--- config.mk ---
export PLATFORM = sky130hd
export DESIGN_NAME = led_rgb_pattern_seq_flat
export DESIGN_NICKNAME = d
export VERILOG_FILES = /design/src/rtl/led_rgb_pattern_seq_if.sv /design/src/rtl/led_rgb_pattern_seq.sv /design/src/flat_wrapper.sv
export SDC_FILE = /design/constraint.sdc
export NUM_CORES = 1
export LEC_CHECK = 0
export ABC_AREA = 1
export CAP_MARGIN = 20
export CORE_MARGIN = 2
export CORE_UTILIZATION = 45
export DETAILED_ROUTE_END_ITERATION = 6
export GPL_TIMING_DRIVEN = 1
export PLACE_DENSITY = 0.68
export SETUP_SLACK_MARGIN = 0.15
export SLEW_MARGIN = 5
export SYNTH_ARGS = -nofsm -noshare
export SYNTH_HDL_FRONTEND = slang
export SYNTH_SLANG_ARGS = --single-unit
export TNS_END_PERCENT = 1
--- constraint.sdc ---
create_clock -name aclk -period 3.65 [get_ports aclk]
set_input_delay 0.365 -clock aclk [delete_from_list [all_inputs] [get_ports aclk]]
set_output_delay 0.365 -clock aclk [all_outputs]
set_load 0.02 [all_outputs]
--- src/rtl/led_rgb_pattern_seq_if.sv ---
// Signal bundle between the register block (master) and the LED pattern sequencer (slave).
interface led_rgb_pattern_seq_if #(
    parameter int DEPTH = 8,
    parameter int AW    = $clog2(DEPTH)
);
    logic          tbl_we;
    logic [AW-1:0] tbl_addr;
    logic [31:0]   tbl_wdata;
    logic [AW-1:0] seq_last;
    logic          loop_en;
    logic [15:0]   prescale;
    logic [31:0]   duration;
    logic          start;
    logic          stop;

    logic          busy;
    logic          done;
    logic [AW-1:0] step_idx;
    logic          mode_r, mode_g, mode_b;
    logic          enable_r, enable_g, enable_b;
    logic          holded_r, holded_g, holded_b;
    logic [31:0]   duration_r, duration_g, duration_b;

    modport master (
        output tbl_we, tbl_addr, tbl_wdata, seq_last, loop_en, prescale, duration, start, stop,
        input  busy, done, step_idx,
        input  mode_r, mode_g, mode_b, enable_r, enable_g, enable_b,
        input  holded_r, holded_g, holded_b, duration_r, duration_g, duration_b
    );

    modport slave (
        input  tbl_we, tbl_addr, tbl_wdata, seq_last, loop_en, prescale, duration, start, stop,
        output busy, done, step_idx,
        output mode_r, mode_g, mode_b, enable_r, enable_g, enable_b,
        output holded_r, holded_g, holded_b, duration_r, duration_g, duration_b
    );
endinterface

--- src/rtl/led_rgb_pattern_seq.sv ---
// RGB LED pattern sequencer: plays a programmable table of LED states with per-step dwell.
// Define LED_SEQ_PRESCALE_EN to build the tick prescaler; otherwise every clock is a tick.
//
// state  | meaning
// IDLE   | enables off, waiting for start
// RUN    | playing table entry step_idx, dwell counter running
// DONE   | one-cycle done pulse after a non-looping sequence
module led_rgb_pattern_seq #(
    parameter int DEPTH = 8
) (
    input  logic                  aclk,
    input  logic                  aresetn,
    led_rgb_pattern_seq_if.slave  bus
);
    localparam int AW = $clog2(DEPTH);

    typedef enum logic [1:0] {S_IDLE, S_RUN, S_DONE} state_t;

    state_t        state_q;
    logic [31:0]   tbl_q [DEPTH];
    logic [AW-1:0] step_q;
    logic [2:0]    en_q, mode_q, hold_q;
    logic [22:0]   dwell_q;
    logic [31:0]   dur_q;

    logic [AW-1:0] nxt_idx;
    logic [31:0]   nxt_entry;
    logic          tick;

    always_ff @(posedge aclk) begin
        if (bus.tbl_we) begin
            tbl_q[bus.tbl_addr] <= bus.tbl_wdata;
        end
    end

`ifdef LED_SEQ_PRESCALE_EN
    logic [15:0] psc_q;

    assign tick = (psc_q == bus.prescale);

    always_ff @(posedge aclk or negedge aresetn) begin
        if (!aresetn) begin
            psc_q <= '0;
        end else if (state_q == S_RUN && !bus.stop && !tick) begin
            psc_q <= psc_q + 16'd1;
        end else begin
            psc_q <= '0;
        end
    end
`else
    assign tick = 1'b1;
`endif

    // Entry to load on a start (IDLE) or on a step end (RUN); wraps to 0 past seq_last.
    always_comb begin
        nxt_idx = '0;
        if (state_q == S_RUN && step_q < bus.seq_last) begin
            nxt_idx = step_q + AW'(1);
        end
        nxt_entry = tbl_q[nxt_idx];
    end

    always_ff @(posedge aclk or negedge aresetn) begin
        if (!aresetn) begin
            state_q <= S_IDLE;
            step_q  <= '0;
            en_q    <= '0;
            mode_q  <= '0;
            hold_q  <= '0;
            dwell_q <= '0;
            dur_q   <= '0;
        end else begin
            dur_q <= bus.duration;
            if (bus.stop) begin
                state_q <= S_IDLE;
                en_q    <= '0;
                step_q  <= '0;
            end else begin
                case (state_q)
                    S_IDLE: begin
                        en_q <= '0;
                        if (bus.start) begin
                            state_q <= S_RUN;
                            step_q  <= '0;
                            en_q    <= nxt_entry[2:0];
                            mode_q  <= nxt_entry[5:3];
                            hold_q  <= nxt_entry[8:6];
                            dwell_q <= nxt_entry[31:9];
                        end
                    end
                    S_RUN: begin
                        // Dwell of zero holds the step until stop.
                        if (tick && dwell_q != '0) begin
                            if (dwell_q == 23'd1) begin
                                if (step_q < bus.seq_last || bus.loop_en) begin
                                    step_q  <= nxt_idx;
                                    en_q    <= nxt_entry[2:0];
                                    mode_q  <= nxt_entry[5:3];
                                    hold_q  <= nxt_entry[8:6];
                                    dwell_q <= nxt_entry[31:9];
                                end else begin
                                    state_q <= S_DONE;
                                    en_q    <= '0;
                                end
                            end else begin
                                dwell_q <= dwell_q - 23'd1;
                            end
                        end
                    end
                    S_DONE: begin
                        state_q <= S_IDLE;
                    end
                    default: begin
                        state_q <= S_IDLE;
                        en_q    <= '0;
                    end
                endcase
            end
        end
    end

    assign bus.busy       = (state_q == S_RUN);
    assign bus.done       = (state_q == S_DONE);
    assign bus.step_idx   = step_q;
    assign bus.enable_r   = en_q[0];
    assign bus.enable_g   = en_q[1];
    assign bus.enable_b   = en_q[2];
    assign bus.mode_r     = mode_q[0];
    assign bus.mode_g     = mode_q[1];
    assign bus.mode_b     = mode_q[2];
    assign bus.holded_r   = hold_q[0];
    assign bus.holded_g   = hold_q[1];
    assign bus.holded_b   = hold_q[2];
    assign bus.duration_r = dur_q;
    assign bus.duration_g = dur_q;
    assign bus.duration_b = dur_q;

endmodule

--- src/flat_wrapper.sv ---
// flat-port wrapper written by rule: the top's interface ports become plain ports
module led_rgb_pattern_seq_flat 
#(
    parameter int DEPTH = 8
)
  (aclk, aresetn, bus_tbl_we, bus_tbl_addr, bus_tbl_wdata, bus_seq_last, bus_loop_en, bus_prescale, bus_duration, bus_start, bus_stop, bus_busy, bus_done, bus_step_idx, bus_mode_r, bus_mode_g, bus_mode_b, bus_enable_r, bus_enable_g, bus_enable_b, bus_holded_r, bus_holded_g, bus_holded_b, bus_duration_r, bus_duration_g, bus_duration_b);
  led_rgb_pattern_seq_if #(.DEPTH(DEPTH)) bus_i ();
  input  logic aclk;
  input  logic aresetn;
  input wire logic [$bits(bus_i.tbl_we)-1:0] bus_tbl_we;
  input wire logic [$bits(bus_i.tbl_addr)-1:0] bus_tbl_addr;
  input wire logic [$bits(bus_i.tbl_wdata)-1:0] bus_tbl_wdata;
  input wire logic [$bits(bus_i.seq_last)-1:0] bus_seq_last;
  input wire logic [$bits(bus_i.loop_en)-1:0] bus_loop_en;
  input wire logic [$bits(bus_i.prescale)-1:0] bus_prescale;
  input wire logic [$bits(bus_i.duration)-1:0] bus_duration;
  input wire logic [$bits(bus_i.start)-1:0] bus_start;
  input wire logic [$bits(bus_i.stop)-1:0] bus_stop;
  output wire logic [$bits(bus_i.busy)-1:0] bus_busy;
  output wire logic [$bits(bus_i.done)-1:0] bus_done;
  output wire logic [$bits(bus_i.step_idx)-1:0] bus_step_idx;
  output wire logic [$bits(bus_i.mode_r)-1:0] bus_mode_r;
  output wire logic [$bits(bus_i.mode_g)-1:0] bus_mode_g;
  output wire logic [$bits(bus_i.mode_b)-1:0] bus_mode_b;
  output wire logic [$bits(bus_i.enable_r)-1:0] bus_enable_r;
  output wire logic [$bits(bus_i.enable_g)-1:0] bus_enable_g;
  output wire logic [$bits(bus_i.enable_b)-1:0] bus_enable_b;
  output wire logic [$bits(bus_i.holded_r)-1:0] bus_holded_r;
  output wire logic [$bits(bus_i.holded_g)-1:0] bus_holded_g;
  output wire logic [$bits(bus_i.holded_b)-1:0] bus_holded_b;
  output wire logic [$bits(bus_i.duration_r)-1:0] bus_duration_r;
  output wire logic [$bits(bus_i.duration_g)-1:0] bus_duration_g;
  output wire logic [$bits(bus_i.duration_b)-1:0] bus_duration_b;
  assign bus_i.tbl_we = bus_tbl_we;
  assign bus_i.tbl_addr = bus_tbl_addr;
  assign bus_i.tbl_wdata = bus_tbl_wdata;
  assign bus_i.seq_last = bus_seq_last;
  assign bus_i.loop_en = bus_loop_en;
  assign bus_i.prescale = bus_prescale;
  assign bus_i.duration = bus_duration;
  assign bus_i.start = bus_start;
  assign bus_i.stop = bus_stop;
  assign bus_busy = bus_i.busy;
  assign bus_done = bus_i.done;
  assign bus_step_idx = bus_i.step_idx;
  assign bus_mode_r = bus_i.mode_r;
  assign bus_mode_g = bus_i.mode_g;
  assign bus_mode_b = bus_i.mode_b;
  assign bus_enable_r = bus_i.enable_r;
  assign bus_enable_g = bus_i.enable_g;
  assign bus_enable_b = bus_i.enable_b;
  assign bus_holded_r = bus_i.holded_r;
  assign bus_holded_g = bus_i.holded_g;
  assign bus_holded_b = bus_i.holded_b;
  assign bus_duration_r = bus_i.duration_r;
  assign bus_duration_g = bus_i.duration_g;
  assign bus_duration_b = bus_i.duration_b;
  led_rgb_pattern_seq #(.DEPTH(DEPTH)) u_core (.aclk(aclk), .aresetn(aresetn), .bus(bus_i));
endmodule
# Word level (Yosys, flattened, before mapping)
# Memories as Yosys holds them, arrays and structs flattened.
# Cells that the tools add are included.
[totals]
output_inout_bits = 110
ram_bits = 256
register_bits = 69
inputBits = 92
n_memories = 1
[classes]
add_sub_neg = 2
n_lt_le_gt_ge = 1
bitwise = 1
muxes = 36
reduce_logical = 11
n_eq_ne = 14
[memory_table]
columns = ["memory", "words", "word_bits", "rd", "rd_clocked_by_memory_dff", "write_ports", "line", "source"]
rows = [
  ["u_core.tbl_q", 8, 32, 1, 0, 1, "led_rgb_pattern_seq.sv:20", "logic [31:0] tbl_q [DEPTH];"],
]
[ops]
columns = ["op", "count"]
rows = [
  ["$mux 23", 4],
  ["$mux 3", 19],
  ["$pmux 23 s2", 1],
  ["$eq 23x1->1 const B", 1],
  ["$reduce_bool 23->1", 1],
  ["$sub 23x1->23 const B", 1],
  ["$pmux 3 s2", 3],
  ["$mux 2", 5],
  ["$reduce_and 5->1", 2],
  ["$ne 3x2->1 const B", 3],
  ["$ne 3x3->1 const B", 3],
  ["$pmux 3 s3", 1],
  ["$ne 2x1->1 const B", 3],
  ["$reduce_and 6->1", 1],
  ["$ne 2x2->1 const B", 2],
  ["$pmux 2 s2", 1],
  ["$reduce_and 4->1", 1],
  ["$add 3x1->3 const B", 1],
  ["$lt 3x3->1", 1],
  ["$reduce_and 3->1", 1],
  ["$reduce_bool 3->1", 1],
  ["$eq 2x1->1 const B", 1],
  ["$eq 2x2->1 const B", 1],
  ["$logic_not 2->1", 1],
  ["5 further kinds", 6],
]

# Logic depth before layout (Yosys ltp)
# Gate-level depths: netlist of the first run.
# An unclocked memory read counts as a cell.
[depth]
ltp_word = 9
mapped_depth = 16
depth_no_buf = 14

# Least setup slack after synthesis of the first run
# Ideal clock, no wire load.
[synth_path]
path_type = "input to register"
from = "in bus_tbl_addr[0]"
to = "mem u_core.tbl_q[0][0], enable pin"
required_time_ps = 3229
path_buffers = 0
arrival_ps = 1860
path_stages = 3
setup_ps = 421
setup_slack_ps = 1368
cell_sequence = "inv_1 > nand2_1 > nor2_1"
[synth_rtl]
columns = ["item", "line", "source"]
rows = [
  ["start, declared", "flat_wrapper.sv:11", "input wire logic [$bits(bus_i.tbl_addr)-1:0] bus_tbl_addr;"],
  ["end, declared", "led_rgb_pattern_seq.sv:20", ""],
]
# Straight into the memory's write port.

# Final worst setup path of the first run
[layout_path]
from = "reg u_core.step_q[2] (netlist: u_core.bus.step_idx[2])"
to = "reg u_core.en_q[2]"
[layout_via]
elab_chain_len = 9
[layout_rtl]
columns = ["item", "line", "source"]
rows = [
  ["start, declared", "led_rgb_pattern_seq.sv:21", "logic [AW-1:0] step_q;"],
  ["start signal, assigned", "led_rgb_pattern_seq.sv:96", "step_q <= nxt_idx;"],
  ["$lt 3x3->1", "led_rgb_pattern_seq.sv:57, led_rgb_pattern_seq.sv:95", ""],
  ["$logic_and 1x1->1", "led_rgb_pattern_seq.sv:57", "if (state_q == S_RUN && step_q < bus.seq_last) begin"],
  ["$mux 3", "led_rgb_pattern_seq.sv:57", ""],
  ["$mem_v2 8x32", "n/a", ""],
  ["$mux 3", "led_rgb_pattern_seq.sv:95", "if (step_q < bus.seq_last || bus.loop_en) begin"],
  ["$mux 3", "led_rgb_pattern_seq.sv:94", "if (dwell_q == 23'd1) begin"],
  ["$mux 3", "led_rgb_pattern_seq.sv:93", "if (tick && dwell_q != '0) begin"],
  ["$pmux 3 s3 *", "led_rgb_pattern_seq.sv:79", "case (state_q)"],
  ["$mux 3 *", "led_rgb_pattern_seq.sv:74", "if (bus.stop) begin"],
  ["end signal, assigned", "led_rgb_pattern_seq.sv:85", "en_q <= nxt_entry[2:0];"],
  ["end signal, assigned", "led_rgb_pattern_seq.sv:97", "en_q <= nxt_entry[2:0];"],
  ["end, declared", "led_rgb_pattern_seq.sv:22", "logic [2:0] en_q, mode_q, hold_q;"],
]
# Mark *: on every way between the ends. The rest lies on a longest branch, timed or not. The select of a mux whose other input is x is not followed.
# A chain may end at the register's enable or synchronous reset.

==> impl_metrics.tcl, run 1 <==
set metrics [dict create \
    vias 10000 \
    track_usage_pct 19.3 \
    ys.warnings.count 0 \
    clock_sinks 325 \
    finClkSkew_ns 0.0142 \
    final_cell_mix "nand2_1 (439), edfxtp_1 (256), inv_1 (227)" \
    antenna_found_initial 1 \
    fin_tns_setup_ns 0 \
    nets 1710 \
    hold_viol 2 \
    drt_iter0_drc 697 \
    slew_headroom_pct 29.8 \
    max_cap_violations 0 \
    root_buffer "clkbuf_16" \
    critPathCapture "u_core.en_q[2]" \
    overflow 0 \
    numCtsBuffers 35 \
    cts_tree "built" \
    wl_mm 32.5 \
    final_common_cell "nand2_1" \
    fin_crit_ns 2.79 \
    r2r_end "u_core.en_q[2]" \
    rsz0062_at_grt "no" \
    fmax_mhz 359 \
    ys_ff_latch 325 \
    syn_avg_cell_area_sq_um 9.80 \
    crit-reg2reg-launch "u_core.bus.step_idx[2]" \
    required_ns 4.06 \
    clock_latency_ns 0.52 \
    post_cts_buffers 0 \
    drive_gt1_share_pct 6.59 \
    hold_buffers 0 \
    ys_seq_area_share_pct 64.7 \
    fin_hold_ws_ns -0.0122 \
    ioPinCount 202 \
    post-route-period-util_pct 76.3 \
    ff2ff_setup_slack_ns 0.86 \
    final-setup-viol-count 0 \
    antenna_left 0 \
    yosysUniqueCellTypes 31 \
    fin_total_pwr_w 0.0110 \
    wl_per_cell_um 15.9 \
    first_global_vias 9571 \
    die_w_um 184 \
    syn_inst 1486 \
    place_hpwl_mm 18.9 \
    path_max_fanout 47 \
    powerDensity_nw_per_um2 626 \
    grt_start_max_net_pins 87 \
    cts_resized 0 \
    worst_r2r_path_depth 13 \
    area_growth_syn_to_layout_pct 21.2 \
    syn_area_sq_um 14600 \
    clock_path_buffers 3 \
    endpoint_kind "flop" \
    htree_levels 2 \
    grt_pass1_wl_mm 50.8 \
    worstMarginPinSlew_ns 1.05 \
    avgViaCountPerCell 4.92 \
    drc 0 \
    clk_pin_slew_ns 0.06 \
    core.rowCount 65 \
    firstDrtPassIters 5 \
    violations "negative hold slack" \
    worst_ep_arrival_time_ns 3.19 \
    syn-num-nets 1583 \
    portBuffers 185 \
    maxSlewViolCount 0 \
    place.gp.congestion 0.823 \
    antenna_cells 0 \
    critPathLaunchType "flop" \
    leakage_nw 7.66 \
    initial_core_util_pct 45.9 \
    die_area_sq_um 33800 \
    status "finished, violations left" \
    die_y_um 184 \
    hold_class "in -> async" \
    coreArea_sq_um 31700 \
    ir_drop_uv 411 \
    setup.worst_path.start "u_core.bus.step_idx[2]" \
    crit_type "reg -> reg" \
    fillers 2653 \
]
## per-layer routing
layer	vias to the layer above	global-route usage [%]	wire, um
li1	4951	-	-
met1	4709	26.0	13900
met2	338	32.0	15600
met3	44	3.35	2290
met4	2	5.73	572
met5	-	0	16
## sequential cells by signal (all words and copies together) (netlist names)
name and flops:
u_core.bus.duration_b 32, u_core.bus.step_idx 3, u_core.dwell_q 23, u_core.en_q 3
u_core.hold_q 3, u_core.mode_q 3, u_core.state_q 2, u_core.tbl_q 256
## cells in the mapped netlist (all sizes together)
library cell	number	area share [%]
a21oi	25	0.89
a31oi	1	0.043
a32oi	1	0.060
buf	96	4.4
clkbuf	24	0.62
dfrtp	69	12
edfxtp	256	53
ha	5	0.43
inv	231	6.0
nand2	440	11
nand3	172	6.0
nand4	3	0.17
nor2	105	2.9
nor3	7	0.27
o211ai	12	0.62
o21ai	28	0.99
or2	3	0.13
xnor2	1	0.060
xor2	7	0.42
## through the flow
stage	std cells	cell area, sq um	util (%)	setup slack, ns
finish	2042	17700	55.7	0.865
global placement	1978	16500	52.0	0.439
detailed placement	1978	16500	52.0	0.464
floorplan	1486	14600	-	1.37
CTS	2042	17700	55.7	0.842
global route	2042	17700	55.7	0.668
## critical path, stage by stage, from the launching register on
cell     delay (ns)
dfrtp_1        0.43
ha_1           0.33
nand2_1        0.06
inv_1          0.05
nand2_1        0.13
nand3_4        0.15
nor2_4         0.05
inv_2          0.75
buf_4          0.37
nand3_1        0.10
nand2_1        0.07
nand2_1        0.06
nand3_1        0.10
nand2_1        0.05
## kinds of logic after synthesis
kind of cell	count (synthesis)	share of synthesized area (%)
fa+ha+maj	5	0.430
compound gates	67	2.60
xor+xnor	8	0.481
simple gates	730	20.9
buf+inv	351	11.0
flops	325	64.7
## where the power goes
part           internal (W)  switching [W]
sequential          0.00431       0.000227
combinational       0.00102        0.00192
clock               0.00214        0.00143
## cell type report
class                   instances  area [sq um]  area share (%)
inverters                     231           867            4.91
well taps                     402           503            2.85
flip-flops and latches        325          9410            53.3
clock inverters                15           171           0.971
repair buffers                210          2070            11.8
multi-input cells             810          3620            20.5
clock buffers                  49          1000            5.66
## worst min path at each step
stage	start	endpoint	slack, ns	cells after the start
floorplan	aresetn	u_core.bus.duration_b[0]	0.07	0
global placement	u_core.dwell_q[1]	u_core.dwell_q[1]	0.47	2
detailed placement	u_core.en_q[2]	u_core.en_q[2]	0.47	2
CTS	aresetn	u_core.bus.duration_b[25]	0.02	1
global route	aresetn	u_core.bus.duration_b[25]	0.06	1
finish	aresetn	u_core.bus.duration_b[25]	-0.01	1
Note: power is estimated with default switching activity, not from simulation.
==> inputs of run 2 (changes only) <==
Settings changed: PLACE_DENSITY 0.68 to 0.7.
Clock period 3.65 ns to 2.4 ns, I/O delays scaled along.
==> run 2 against run 1 <==
Net effect: critical path depth is 2 lower; clock power rose by 57%; final cell count is 1.7% higher; cell area grew 4.2%; sequential cell count unchanged; sequential share of layout area is 2.2 points lower; the flow now finishes without violations; clock skew up 0.014 ns; core utilization grew 2.4 points; via count increased by 3.6%; combinational power grew 79%; wire length is 6.3% higher.
==> impl_metrics.tcl, run 2 (synthesized netlist as in run 1, its figures left out) <==
set metrics [dict create \
    coreArea_sq_um 31700 \
    endpoint_kind "flop" \
    final_common_cell "nand2_1" \
    die_area_sq_um 33800 \
    max_cap_violations 0 \
    regArea_sq_um 9410 \
    avgViaCountPerCell 5.01 \
    wl_per_cell_um 16.6 \
    slowest_delay_ns 0.42 \
    crit_path_cell_trace "inv_1 -> ha_1 -> nand2_1 -> nor2_1 -> nand2_2 -> nor2_4 -> nand3_1 -> or2_2 -> a21oi_1 -> nand2_1 -> nand2_1" \
    nets 1744 \
    ir_drop_uv 476 \
    place_hpwl_mm 19.8 \
    overflow 0 \
    ioPinCount 202 \
    drt_iter0_drc 678 \
    rsz0062_at_grt "yes" \
    critical_path.most_common_cell "nand2_1" \
    clock_sinks 325 \
    antenna_cells 0 \
    fmax_mhz 468 \
    core.rowCount 65 \
    vias 10400 \
    powerDensity_nw_per_um2 966 \
    die_y_um 184 \
    crit_type "reg -> reg" \
    die_w_um 184 \
    hold_class "in -> reg" \
    firstDrtPassIters 6 \
    initial_core_util_pct 45.9 \
    critPathLaunchType "flop" \
    final_cell_mix "nand2_1 (434), edfxtp_1 (256), inv_1 (227)" \
    grt_pass1_wl_mm 53.0 \
    fin_total_pwr_w 0.0178 \
    clk_pin_slew_ns 0.06 \
    antenna_left 0 \
    grt_start_max_net_pins 70 \
    drc 0 \
    wl_mm 34.5 \
    status "completed" \
    clock_latency_ns 0.52 \
    maxSlewViolCount 0 \
    largest_reg_flops 256 \
    path_buf_inv 1 \
    htree_levels 2 \
    worstMarginPinSlew_ns 0.924 \
    fin_crit_ns 2.14 \
    antenna_found_initial 0 \
    slowest_stage "dfrtp_1" \
    worst_ep_arrival_time_ns 2.59 \
    area_growth_syn_to_layout_pct 26.4 \
    required_ns 2.86 \
    hold_viol 0 \
    place.gp.congestion 0.839 \
    pre_cts_ws_ns -0.114 \
    final-setup-viol-count 0 \
    fillers 2566 \
    numCtsBuffers 36 \
    portBuffers 185 \
    drive_gt1_share_pct 9.01 \
    regMostFlops "u_core.tbl_q" \
    crit_family "simple AND/OR/NAND/NOR gates" \
    post-route-period-util_pct 89.0 \
    multi_input_area_sq_um 3700 \
    path_max_fanout 4 \
    clock_path_buffers 3 \
    first_global_vias 10100 \
    leakage_nw 7.98 \
    fin_util_pct 58.0 \
    track_usage_pct 20.0 \
    finClkSkew_ns 0.0280 \
    slew_headroom_pct 38.4 \
    setup_ws_ns 0.263 \
    root_buffer "clkbuf_16" \
    cts_tree "built" \
]
## run 2: through the flow
step | cell area [sq um] | hold WS (ns) | std cells | setup TNS, ns
finish | 18400 | 0.165 | 2077 | 0
global route | 18400 | 0.146 | 2077 | 0
CTS | 18100 | 0.148 | 2067 | 0
detailed placement | 16900 | 0.433 | 2000 | -2.44
global placement | 16900 | 0.429 | 2000 | -2.31
floorplan | 14600 | -0.0556 | 1486 | 0
## run 2: routing by layer
metal,track usage (%),routed length [um],up-vias
li1,-,-,5029
met1,25.9,14300,4915
met2,34.4,17000,401
met3,3.17,2250,61
met4,6.53,854,0
met5,0,0,-
## run 2: final timing paths
check / start / to / slack, ns / depth (start not counted)
hold reg to reg: u_core.en_q[2] / u_core.en_q[2] / 0.48 / 2
hold / removal: bus_duration[19] / u_core.bus.duration_b[19] / 0.17 / 1
max in group asynchronous: aresetn / u_core.bus.duration_b[26] / 1.39 / 2
min in group asynchronous: aresetn / u_core.dwell_q[15] / 0.41 / 2
setup / recovery: u_core.dwell_q[0] / u_core.dwell_q[20] / 0.26 / 11
setup reg to reg: u_core.dwell_q[0] / u_core.dwell_q[20] / 0.26 / 11
## run 2: timing repair
action,4_1_cts,5_1_grt
gates resized for setup,1,22
cloned,0,8
hold buffers,1,0
hold endpoints to repair,69,0
setup endpoints to repair,24,32
pin swaps,0,7
setup buffers,0,2
## run 2: where the power goes
group | total, W | internal (W) | switching (W) | leakage, nW
registers | 0.00691 | 0.00655 | 0.000360 | 3.16
clock network | 0.00559 | 0.00343 | 0.00216 | 0.594
logic | 0.00527 | 0.00206 | 0.00320 | 4.23
total | 0.0178 | 0.0120 | 0.00572 | 7.98
## run 2: area by class of cell
class / instances / share of cell area, %
clock buffer: 48 / 5.54
clock inverter: 18 / 1.13
inverter: 231 / 4.71
multi-input combinational: 810 / 20.1
sequential: 325 / 51.2
tap: 402 / 2.73
timing repair buffer: 243 / 14.6
## run 2: worst reg2reg max path: cells and delay by family (launching register included)
kind | cells | cell delay, ns
adders and majority gates | 1 | 0.20
AOI/OAI and AO/OA | 1 | 0.18
DFF | 1 | 0.42
and+or+nand+nor | 8 | 1.17
buffers and inverters | 1 | 0.09
